## src/rtl/input_conditioner.sv

```systemverilog
// -----------------------------------------------------------------------------
// input_conditioner
//
// Turns four raw, asynchronous push buttons into clean game-control signals.
// Each button is synchronized, then debounced by a per-bit counter. The
// debounced levels drive frame-aligned paddle commands, a frame-aligned fire
// pulse with auto-repeat while held, and a one-shot ready-up pulse.
//
// Parameters
//   DEBOUNCE_CYCLES     cycles a synchronized input must disagree with its
//                       debounced state before that state flips (1..2^20)
//   FIRE_REPEAT_FRAMES  frames between auto-repeat fire pulses; 0 disables
//
// Ports
//   pixel_clk       in   sole clock
//   rst             in   asynchronous active-high reset
//   fsync           in   one-cycle frame-start pulse
//   btn_raw[3:0]    in   raw buttons: [0] right, [1] left, [2] fire, [3] ready_up
//   right_move      out  right command, updated only at fsync
//   left_move       out  left command, updated only at fsync
//   fire_pulse      out  one-cycle fire request, at most one per frame
//   ready_up_pulse  out  one-cycle pulse on each debounced ready_up press
//   btn_db[3:0]     out  debounced button levels
// -----------------------------------------------------------------------------
module input_conditioner #(
    parameter int DEBOUNCE_CYCLES    = 20000,
    parameter int FIRE_REPEAT_FRAMES = 15
) (
    input  logic       pixel_clk,
    input  logic       rst,
    input  logic       fsync,
    input  logic [3:0] btn_raw,
    output logic       right_move,
    output logic       left_move,
    output logic       fire_pulse,
    output logic       ready_up_pulse,
    output logic [3:0] btn_db
);

    localparam int CNT_W = $clog2(DEBOUNCE_CYCLES + 1);
    localparam logic [CNT_W-1:0] CNT_LAST = CNT_W'(DEBOUNCE_CYCLES - 1);

    localparam int REP_W = (FIRE_REPEAT_FRAMES > 1) ? $clog2(FIRE_REPEAT_FRAMES) : 1;
    localparam logic [REP_W-1:0] REP_LAST =
        (FIRE_REPEAT_FRAMES > 0) ? REP_W'(FIRE_REPEAT_FRAMES - 1) : '0;

    typedef enum logic {
        IDLE,
        HELD
    } fire_state_t;

    logic [3:0]       sync1_q, sync2_q;
    logic [CNT_W-1:0] cnt_q [4];
    logic [CNT_W-1:0] cnt_d [4];
    logic [3:0]       db_q, db_d;
    logic [3:0]       toggle;
    logic [3:0]       rise;

    fire_state_t      state_q, state_d;
    logic [REP_W-1:0] rep_q, rep_d;
    logic             pending_q, pending_d;
    logic             fire_q, fire_d;
    logic             right_q, right_d;
    logic             left_q, left_d;
    logic             ready_q, ready_d;

    // Debounce: a bit flips on the edge where its disagreement count would
    // reach DEBOUNCE_CYCLES; any agreeing cycle throws the count away.
    always_comb begin
        toggle = '0;
        for (int i = 0; i < 4; i++) begin
            cnt_d[i] = '0;
            if (sync2_q[i] != db_q[i]) begin
                if (cnt_q[i] == CNT_LAST) begin
                    toggle[i] = 1'b1;
                end else begin
                    cnt_d[i] = cnt_q[i] + CNT_W'(1);
                end
            end
        end
        db_d = db_q ^ toggle;
        rise = toggle & ~db_q;
    end

    // Fire FSM plus frame-sampled paddle commands. Everything here acts on
    // the btn_db value present in the fsync cycle itself.
    always_comb begin
        state_d = state_q;
        rep_d   = rep_q;
        fire_d  = 1'b0;
        right_d = right_q;
        left_d  = left_q;

        if (fsync) begin
            // Opposing directions cancel rather than favouring one side.
            right_d = db_q[0] & ~db_q[1];
            left_d  = db_q[1] & ~db_q[0];

            case (state_q)
                IDLE: begin
                    if (pending_q || db_q[2]) begin
                        fire_d  = 1'b1;
                        rep_d   = '0;
                        state_d = HELD;
                    end
                end
                HELD: begin
                    // A fresh press seen since the last pulse always fires,
                    // whether or not the button is still down.
                    if (pending_q) begin
                        fire_d = 1'b1;
                        rep_d  = '0;
                    end else if (!db_q[2]) begin
                        state_d = IDLE;
                    end else if (FIRE_REPEAT_FRAMES > 0) begin
                        if (rep_q == REP_LAST) begin
                            fire_d = 1'b1;
                            rep_d  = '0;
                        end else begin
                            rep_d = rep_q + REP_W'(1);
                        end
                    end
                end
                default: state_d = IDLE;
            endcase
        end

        // A new press landing on the same edge as a pulse stays pending.
        pending_d = rise[2] | (pending_q & ~fire_d);
        ready_d   = rise[3];
    end

    always_ff @(posedge pixel_clk or posedge rst) begin
        if (rst) begin
            sync1_q   <= '0;
            sync2_q   <= '0;
            for (int i = 0; i < 4; i++) begin
                cnt_q[i] <= '0;
            end
            db_q      <= '0;
            state_q   <= IDLE;
            rep_q     <= '0;
            pending_q <= 1'b0;
            fire_q    <= 1'b0;
            right_q   <= 1'b0;
            left_q    <= 1'b0;
            ready_q   <= 1'b0;
        end else begin
            sync1_q   <= btn_raw;
            sync2_q   <= sync1_q;
            for (int i = 0; i < 4; i++) begin
                cnt_q[i] <= cnt_d[i];
            end
            db_q      <= db_d;
            state_q   <= state_d;
            rep_q     <= rep_d;
            pending_q <= pending_d;
            fire_q    <= fire_d;
            right_q   <= right_d;
            left_q    <= left_d;
            ready_q   <= ready_d;
        end
    end

    assign btn_db         = db_q;
    assign right_move     = right_q;
    assign left_move      = left_q;
    assign fire_pulse     = fire_q;
    assign ready_up_pulse = ready_q;

endmodule

```

## config.mk

```make
export PLATFORM = sky130hd
export DESIGN_NAME = input_conditioner
export DESIGN_NICKNAME = d
export VERILOG_FILES = /design/src/rtl/input_conditioner.sv
export SDC_FILE = /design/constraint.sdc
export NUM_CORES = 1
export LEC_CHECK = 0
export CAP_MARGIN = 20
export CORE_MARGIN = 2
export CORE_UTILIZATION = 54
export DETAILED_ROUTE_END_ITERATION = 10
export PLACE_DENSITY = 0.81
export SETUP_SLACK_MARGIN = 0.15
export SYNTH_ARGS = -nofsm -noshare
export SYNTH_HDL_FRONTEND = slang
export SYNTH_SLANG_ARGS = --single-unit
```

## constraint.sdc

```tcl
create_clock -name pixel_clk -period 2.4 [get_ports pixel_clk]
set_input_delay 0.48 -clock pixel_clk [delete_from_list [all_inputs] [get_ports pixel_clk]]
set_output_delay 0.48 -clock pixel_clk [all_outputs]
set_load 0.005 [all_outputs]
```

Yosys cells after proc, flatten, opt, wreduce, memory -nomap -nowiden
Cells that the tools add are included.

Add/subtract/negate cells: 5. Equal/unequal tests: 11. Muxes and demuxes: 30. Bitwise operators: 11. Reduce and logical (&&, ||, !) cells: 2.

Operator list (number): $mux 15 (8); $add 15x1->15 const B (4); $eq 15x15->1 const B (4); $mux 4 (4); $mux 1 (15); $pmux 4 s2 (1); $add 4x1->4 const B (1); $and 4x4->4 (1); $eq 4x4->1 const B (1); $ne 1x1->1 (4); $not 1->1 (4); $not 4->4 (1); $pmux 1 s2 (2); $xor 4x4->4 (1); $and 1x1->1 (3); $ne 3x2->1 const B (1); $reduce_and 3->1 (1); $ne 2x2->1 const B (1); $logic_or 1x1->1 (1); $or 1x1->1 (1).

Bits in registers: 82. Input port bits: 7. Output and inout bits: 8. Logic and storage cells: 73.

Depth between registers and ports, before layout
Gate-level depths: netlist (run 1).

Depth after elaboration: 9. Mapped depth: 7. Depth with buffers taken out: 6.

Worst setup path before layout (run 1)
OpenSTA, ideal clock, no wires.

Path kind: reg2reg. From: register cnt_q[30] (netlist name). To: register cnt_q[35] (netlist name). Setup time: 0.121 ns. Data arrival time: 1.454 ns. Data required time: 2.279 ns. Setup slack: 0.825 ns. Cell stages (with the launch flop): 8. Path buffers: 2. Period minus slack after synthesis: 1.575 ns. Path through: dfrtp_1 -> ha_1 -> clkbuf_1 -> nor4bb_1 -> nand4_1 -> nand2_1 -> buf_2 -> nor2_1.

RTL lines: start, declared (line 53) `logic [CNT_W-1:0] cnt_q [4];`; start signal, assigned by index (line 152) `cnt_q[i] <= cnt_d[i];`.

==> results.tsv, run 1 <==
metric	value	unit
synth_cell_types	35	
crit_path_top_delay_cell	nand2b_1	
diodes	0	
drtIter0Drc	87	
power.leakage	1.872	nW
synth-simple-area-share	25.02	%
place_area	0.004004	mm²
cp.arrival	2.20	ns
io_buffer_count	14	
yosysSeqAreaShare	54.27	%
grt_pass1_vias	2698	
hold-path-endpoint	sync2_q[3]$_DFF_PP0_	
drive_above_1_share	6.878	%
ff2ff_setup_slack	0.40	ns
drc	0	
wirelength	6.700	mm
synth.most_common_cell	dfrtp_1	
path_cells	ha_1 > and4_1 > nand4_1 > nand2b_1 > nor2_1	
yosys_warnings	0	
ir_worst_vdd	0.0004526	V
cap_violations	0	
path_clk_slew	0.08	ns
dieArea	0.007688	mm²
worstSkewPairLatency	0.35	ns
gp_congestion	0.8630	
worst_slew_pin_slew	0.5250	ns
grt_usage	19.98	%
max_freq	500.9	MHz
path_class	flip-flop to flip-flop	
synth_fa_ha_area_share	1.985	%
whs	0.3552	ns
reg2reg_from	cnt_q[15]$_DFF_PP0_	
grt_pass1_wl	11.91	mm
cts_setup_buffers	0	
multi_input_area	0.001634	mm²
register_area	0.002052	mm²
synth_commonest_cells	82 x dfrtp_1, 56 x nor2_1, 37 x xor2_1	
cts_tree	built	
setup_tns	0	ns
io_pins	15	
hold_buffers	0	
start_util	55.65	%
min_period_over_period	83.18	%
critPathCaptureType	flip-flop	
synth_top_area_cell	dfrtp_1	
grt_max_degree	83	
netlist.area_leader.share	54.27	%
globalRouteOverflowTotal	0	
crit_path_max_incr_delay	0.46	ns
slew_headroom	65.00	%
drv_slew	0	
clockRootBuffer	clkbuf_8	
area_delta_synth_final	11.91	%
fp-row-count	30	
ys_seq_elements	82	
viasPerCell	5.534	
synth_ff_type	dfrtp_1	
netlist_area	0.003781	mm²
syn_avg_cell_area	10.56	µm²
synth-edff-count	0	
cts_resized	0	
chipHeight	87.68	µm
syn_nets	371	
min_from	sync1_q[3]$_DFF_PP0_	
core_area	0.006794	mm²
finClkSkew	0.01045	ns
fin_ws	0.4038	ns
h-tree-depth	3	
fin_nets	386	
synth_compound_area_share	2.283	%
pwr_density_cell	625.5	mW/mm²
fin_crit	1.996	ns
cts.sinks	82	
rsz0062_at_grt	false	
cts_made_buffers	9	
synth_top_family_by_area	simple AND/OR/NAND/NOR gates	
crit_required	2.61	ns
hp-class	flip-flop to flip-flop	
clockBufferDepth	2	
synthMuxAreaShare	1.191	%
synthTopCellsByArea	dfrtp_1 54%, xor2_1 8.6%, nor2_1 5.6%, xnor2_1 4.2%, nand4_1 4.1%	
cp_max_fo	14	
dr_total_vias	2623	
finalInstanceArea	0.004232	mm²
first_pass_iters	4	
die-width	87.68	µm
n_fill_cell	530	
place_inst	458	
timing.rr.end	cnt_q[26]$_DFF_PP0_	
wl_per_cell	14.14	µm
final_cells	474	
antenna_found_initial	0	
preCtsSetupSlack	0.3601	ns
setup_viol	0	
ys_async_sr_fraction	100.0	%
whs_path_depth	0	
drtAntennaViolNets	0	
outcome	finished clean	
hold_viol	0	
cp-start-kind	flip-flop	
worstRegToRegCells	5	
netlist_instances	358	
dp_hpwl	4.491	mm
synth_xor_area_share	12.74	%
[cell families after synthesis]
kind of cell / after synthesis
mux: 4
fa+ha+maj: 6
simple gates: 177
flops: 82
compound gates: 14
buf+inv: 20
xor+xnor: 55
[how the worst max path moves through the flow]
| stage | from | end | slack (ns) | cells past startpoint |
|---|---|---|---|---|
| 6_report | cnt_q[15]$_DFF_PP0_ | cnt_q[26]$_DFF_PP0_ | 0.40 | 5 |
| 2_1_floorplan | cnt_q[30]$_DFF_PP0_ | cnt_q[35]$_DFF_PP0_ | 0.82 | 7 |
| 3_5_place_dp | fsync | rep_q[2]$_DFFE_PP0P_ | 0.36 | 5 |
| 5_1_grt | cnt_q[15]$_DFF_PP0_ | cnt_q[26]$_DFF_PP0_ | 0.17 | 5 |
| 3_3_place_gp | fsync | rep_q[2]$_DFFE_PP0P_ | 0.42 | 5 |
| 4_1_cts | cnt_q[15]$_DFF_PP0_ | cnt_q[26]$_DFF_PP0_ | 0.42 | 5 |
[registers in the layout (all words and copies together) (netlist names), named ones only]
signal,count
cnt_q,60
fire_pulse,1
left_move,1
pending_q,1
ready_up_pulse,1
rep_q,4
right_move,1
state_q,1
sync1_q,4
sync2_q,4
[layout make-up]
cell class / instances / area share (%)
Clock buffer: 10 / 3.253
Clock inverter: 6 / 2.129
Inverter: 9 / 0.8870
Multi-Input combinational cell: 256 / 38.62
Sequential cell: 82 / 48.49
Tap cell: 96 / 2.839
Timing Repair Buffer: 15 / 3.785
[through the flow]
stage                     utilization (%)  power [mW]
after floorplan                         -       1.530
after global placement              58.93       1.561
after detailed placement            58.93       1.566
after CTS                           62.28       2.670
after global routing                62.28       2.748
final                               62.28       2.647
[layout by cell type (no fill, tap or decap), types with 3 or more instances in the layout]
master	count
inv_1	8
a21oi_1	3
clkbuf_8	10
clkdlybuf4s50_1	14
nor3_1	8
nand2b_1	4
nand2_1	12
and2_1	6
ha_1	6
o21ai_0	4
xor2_1	37
nor4_1	6
dfrtp_1	82
nand4_1	25
xnor2_1	18
nor2_1	56
nand3_1	27
and3_1	13
mux2_2	4
and4_1	9
[per-layer routing]
metal	wire [µm]	track usage (%)
met5	0	0
met4	131	10.07
met3	183	3.864
met2	3256	32.44
met1	3129	25.70
[critical path, delay by kind of cell (launching register included)]
family	cells	cell delay (ns)
AND/OR/NAND/NOR	4	1.19
flip-flops	1	0.43
adder cells (fa/ha/maj)	1	0.23
[report_power, final]
group / internal, mW / total (mW) / switching (mW)
Combinational: 0.0364 / 0.0991 / 0.0626
Sequential: 1.41 / 1.44 / 0.0290
Clock: 0.616 / 1.11 / 0.495
Total: 2.06 / 2.65 / 0.587
(Power assumes the default switching activity.)
==> run 2: changes to the inputs <==
clock period = 1.8 ns   (was 2.4 ns; I/O delays follow)
==> run 2 against run 1 <==
Against the previous run:
- register-to-register slack worse by 0.21 ns
- core utilization is 2.8 points higher
- count of clock-buffer cells in the layout is 1 higher
- critical path type is now flip-flop to output port
- largest cell class unchanged
==> results.tsv, run 2 (same netlist as run 1, synthesis figures left out) <==
metric	value	unit	change
outcome	finished clean		
grt_pass1_wl	12.32	mm	+3.5%
hold-path-endpoint	sync2_q[1]$_DFF_PP0_		
layout_commonest_cell	dfrtp_1		
crit_path_max_incr_delay	0.53	ns	+0.07 ns
die-width	87.68	µm	unchanged
fin_crit	1.605	ns	
path_clk_slew	0.08	ns	about the same
chipHeight	87.68	µm	unchanged
min_period_over_period	89.17	%	
routed.top_layer	met4		
pwr_density_cell	801.6	mW/mm²	+28%
wl_met2	3.552	mm	+9.1%
cp_max_fo	2		-12
cts.sinks	82		unchanged
grt_usage	20.67	%	+0.69 points
grt_pass1_vias	2754		+2.1%
drt-met1-wl	3.172	mm	+1.4%
slew_headroom	72.83	%	+7.8 points
globalRouteOverflowTotal	0		unchanged
hp-class	flip-flop to flip-flop		
drtAntennaViolNets	0		unchanged
gp_congestion	0.7856		-9.0%
fin_nets	408		+5.7%
start_util	55.65	%	unchanged
rsz0062_at_grt	false		
cts_tree	built		
area_delta_synth_final	16.88	%	
finClkSkew	0.009331	ns	-0.001118 ns
setup_viol	0		unchanged
dr_total_vias	2742		+4.5%
hold_viol	0		unchanged
worstRegToRegCells	5		unchanged
antenna_found_initial	0		unchanged
fin_ws	0.1950	ns	-0.2088 ns
preCtsSetupSlack	0.1245	ns	-0.2356 ns
hold_buffers	0		unchanged
crit_required	1.44	ns	-1.17 ns
worst-path-buf-inv	1		+1
h-tree-depth	3		unchanged
io_buffer_count	14		unchanged
path_class	flip-flop to output port		
reg2reg_from	cnt_q[45]$_DFF_PP0_		
cap_violations	0		unchanged
min_from	sync1_q[1]$_DFF_PP0_		
ff2ff_setup_slack	0.20	ns	-0.21 ns
viasPerCell	5.528		about the same
fp-row-count	30		unchanged
timing.rr.end	cnt_q[59]$_DFF_PP0_		
drv_slew	0		unchanged
whs_path_depth	0		unchanged
worstSkewPairLatency	0.35	ns	about the same
clockBufferDepth	2		unchanged
cpLargestDelayFamily	buffers and inverters		
first_pass_iters	4		unchanged
drtIter0Drc	160		+84%
cp.arrival	1.24	ns	-0.96 ns
most-common-layout-cells	80 x dfrtp_1, 56 x nor2_1, 37 x xor2_1		
cts_made_buffers	9		unchanged
dp_hpwl	4.505	mm	+0.32%
regMostFlops	cnt_q		
diodes	0		unchanged
drive_above_1_share	14.00	%	+7.1 points
ir_worst_vdd	0.0004892	V	+8.1%
dieArea	0.007688	mm²	unchanged
core_area	0.006794	mm²	unchanged
crit_path_top_delay_cell	clkdlybuf4s50_1		
wirelength	7.049	mm	+5.2%
wl_per_cell	14.21	µm	+0.54%
cp-start-kind	flip-flop		
largest_reg_flops	60		unchanged
path_cells	clkdlybuf4s50_1		
setup_tns	0	ns	unchanged
power.leakage	1.980	nW	+5.8%
grt_max_degree	83		unchanged
max_freq	623.1	MHz	
critPathCaptureType	output port		
wl_met3	185	µm	+1.1%
clockRootBuffer	clkbuf_8		
io_pins	15		unchanged
drc	0		unchanged
worst_slew_pin_slew	0.4076	ns	-0.1174 ns
-- run 2: how the worst max path moves through the flow --
stage | to | depth (start not counted) | from | slack (ns)
5_1_grt | cnt_q[5]$_DFF_PP0_ | 6 | cnt_q[0]$_DFF_PP0_ | 0.13
2_1_floorplan | cnt_q[35]$_DFF_PP0_ | 7 | cnt_q[30]$_DFF_PP0_ | 0.22
3_3_place_gp | rep_q[2]$_DFFE_PP0P_ | 5 | fsync | 0.17
6_report | left_move | 1 | left_move$_DFFE_PP0P_ | 0.20
4_1_cts | btn_db[1] | 1 | flip-flop | 0.14
3_5_place_dp | rep_q[2]$_DFFE_PP0P_ | 5 | fsync | 0.12
-- run 2: report_power, final --
group	switching [mW]	leakage (nW)	total, mW	internal, mW
clock	0.638	0.109	1.45	0.815
sequential	0.0361	1.11	1.91	1.88
combinational	0.0981	0.760	0.176	0.0779
-- run 2: repair_timing --
| action | 4_1_cts | 5_1_grt |
|---|---|---|
| setup endpoints to repair | 8 | 38 |
| gates resized for setup | 5 | 6 |
| pin swaps | 0 | 3 |
| buffers inserted | 4 | 7 |
| cloned | 0 | 0 |
-- run 2: final cells by class --
type / count / area (µm²)
fillers: 503 / 2375
flip-flops and latches: 82 / 2054
multi-input cells: 256 / 1664
repair buffers: 37 / 324.1
clock buffers: 11 / 141.4
well taps: 96 / 120.1
clock inverters: 5 / 77.57
inverters: 9 / 37.54
-- run 2: layer usage --
layer / up-vias / track usage (%)
met3: 14 / 3.676
met5: - / 0
met2: 43 / 33.95
met1: 1369 / 26.65
li1: 1316 / -
met4: 0 / 9.930
-- run 2: metrics by stage --
stage          total power [mW]  hold slack (ns)  instance area [µm²]  std cells  utilization [%]
5_1_grt                   3.684           0.3632                 4419        496            65.05
6_report                  3.543           0.3513                 4419        496            65.05
2_1_floorplan             2.039           0.3312                 3785        358                -
4_1_cts                   3.552           0.3535                 4342        489            63.90
3_5_place_dp              2.103           0.3364                 4086        469            60.15
3_3_place_gp              2.094           0.3318                 4086        469            60.15
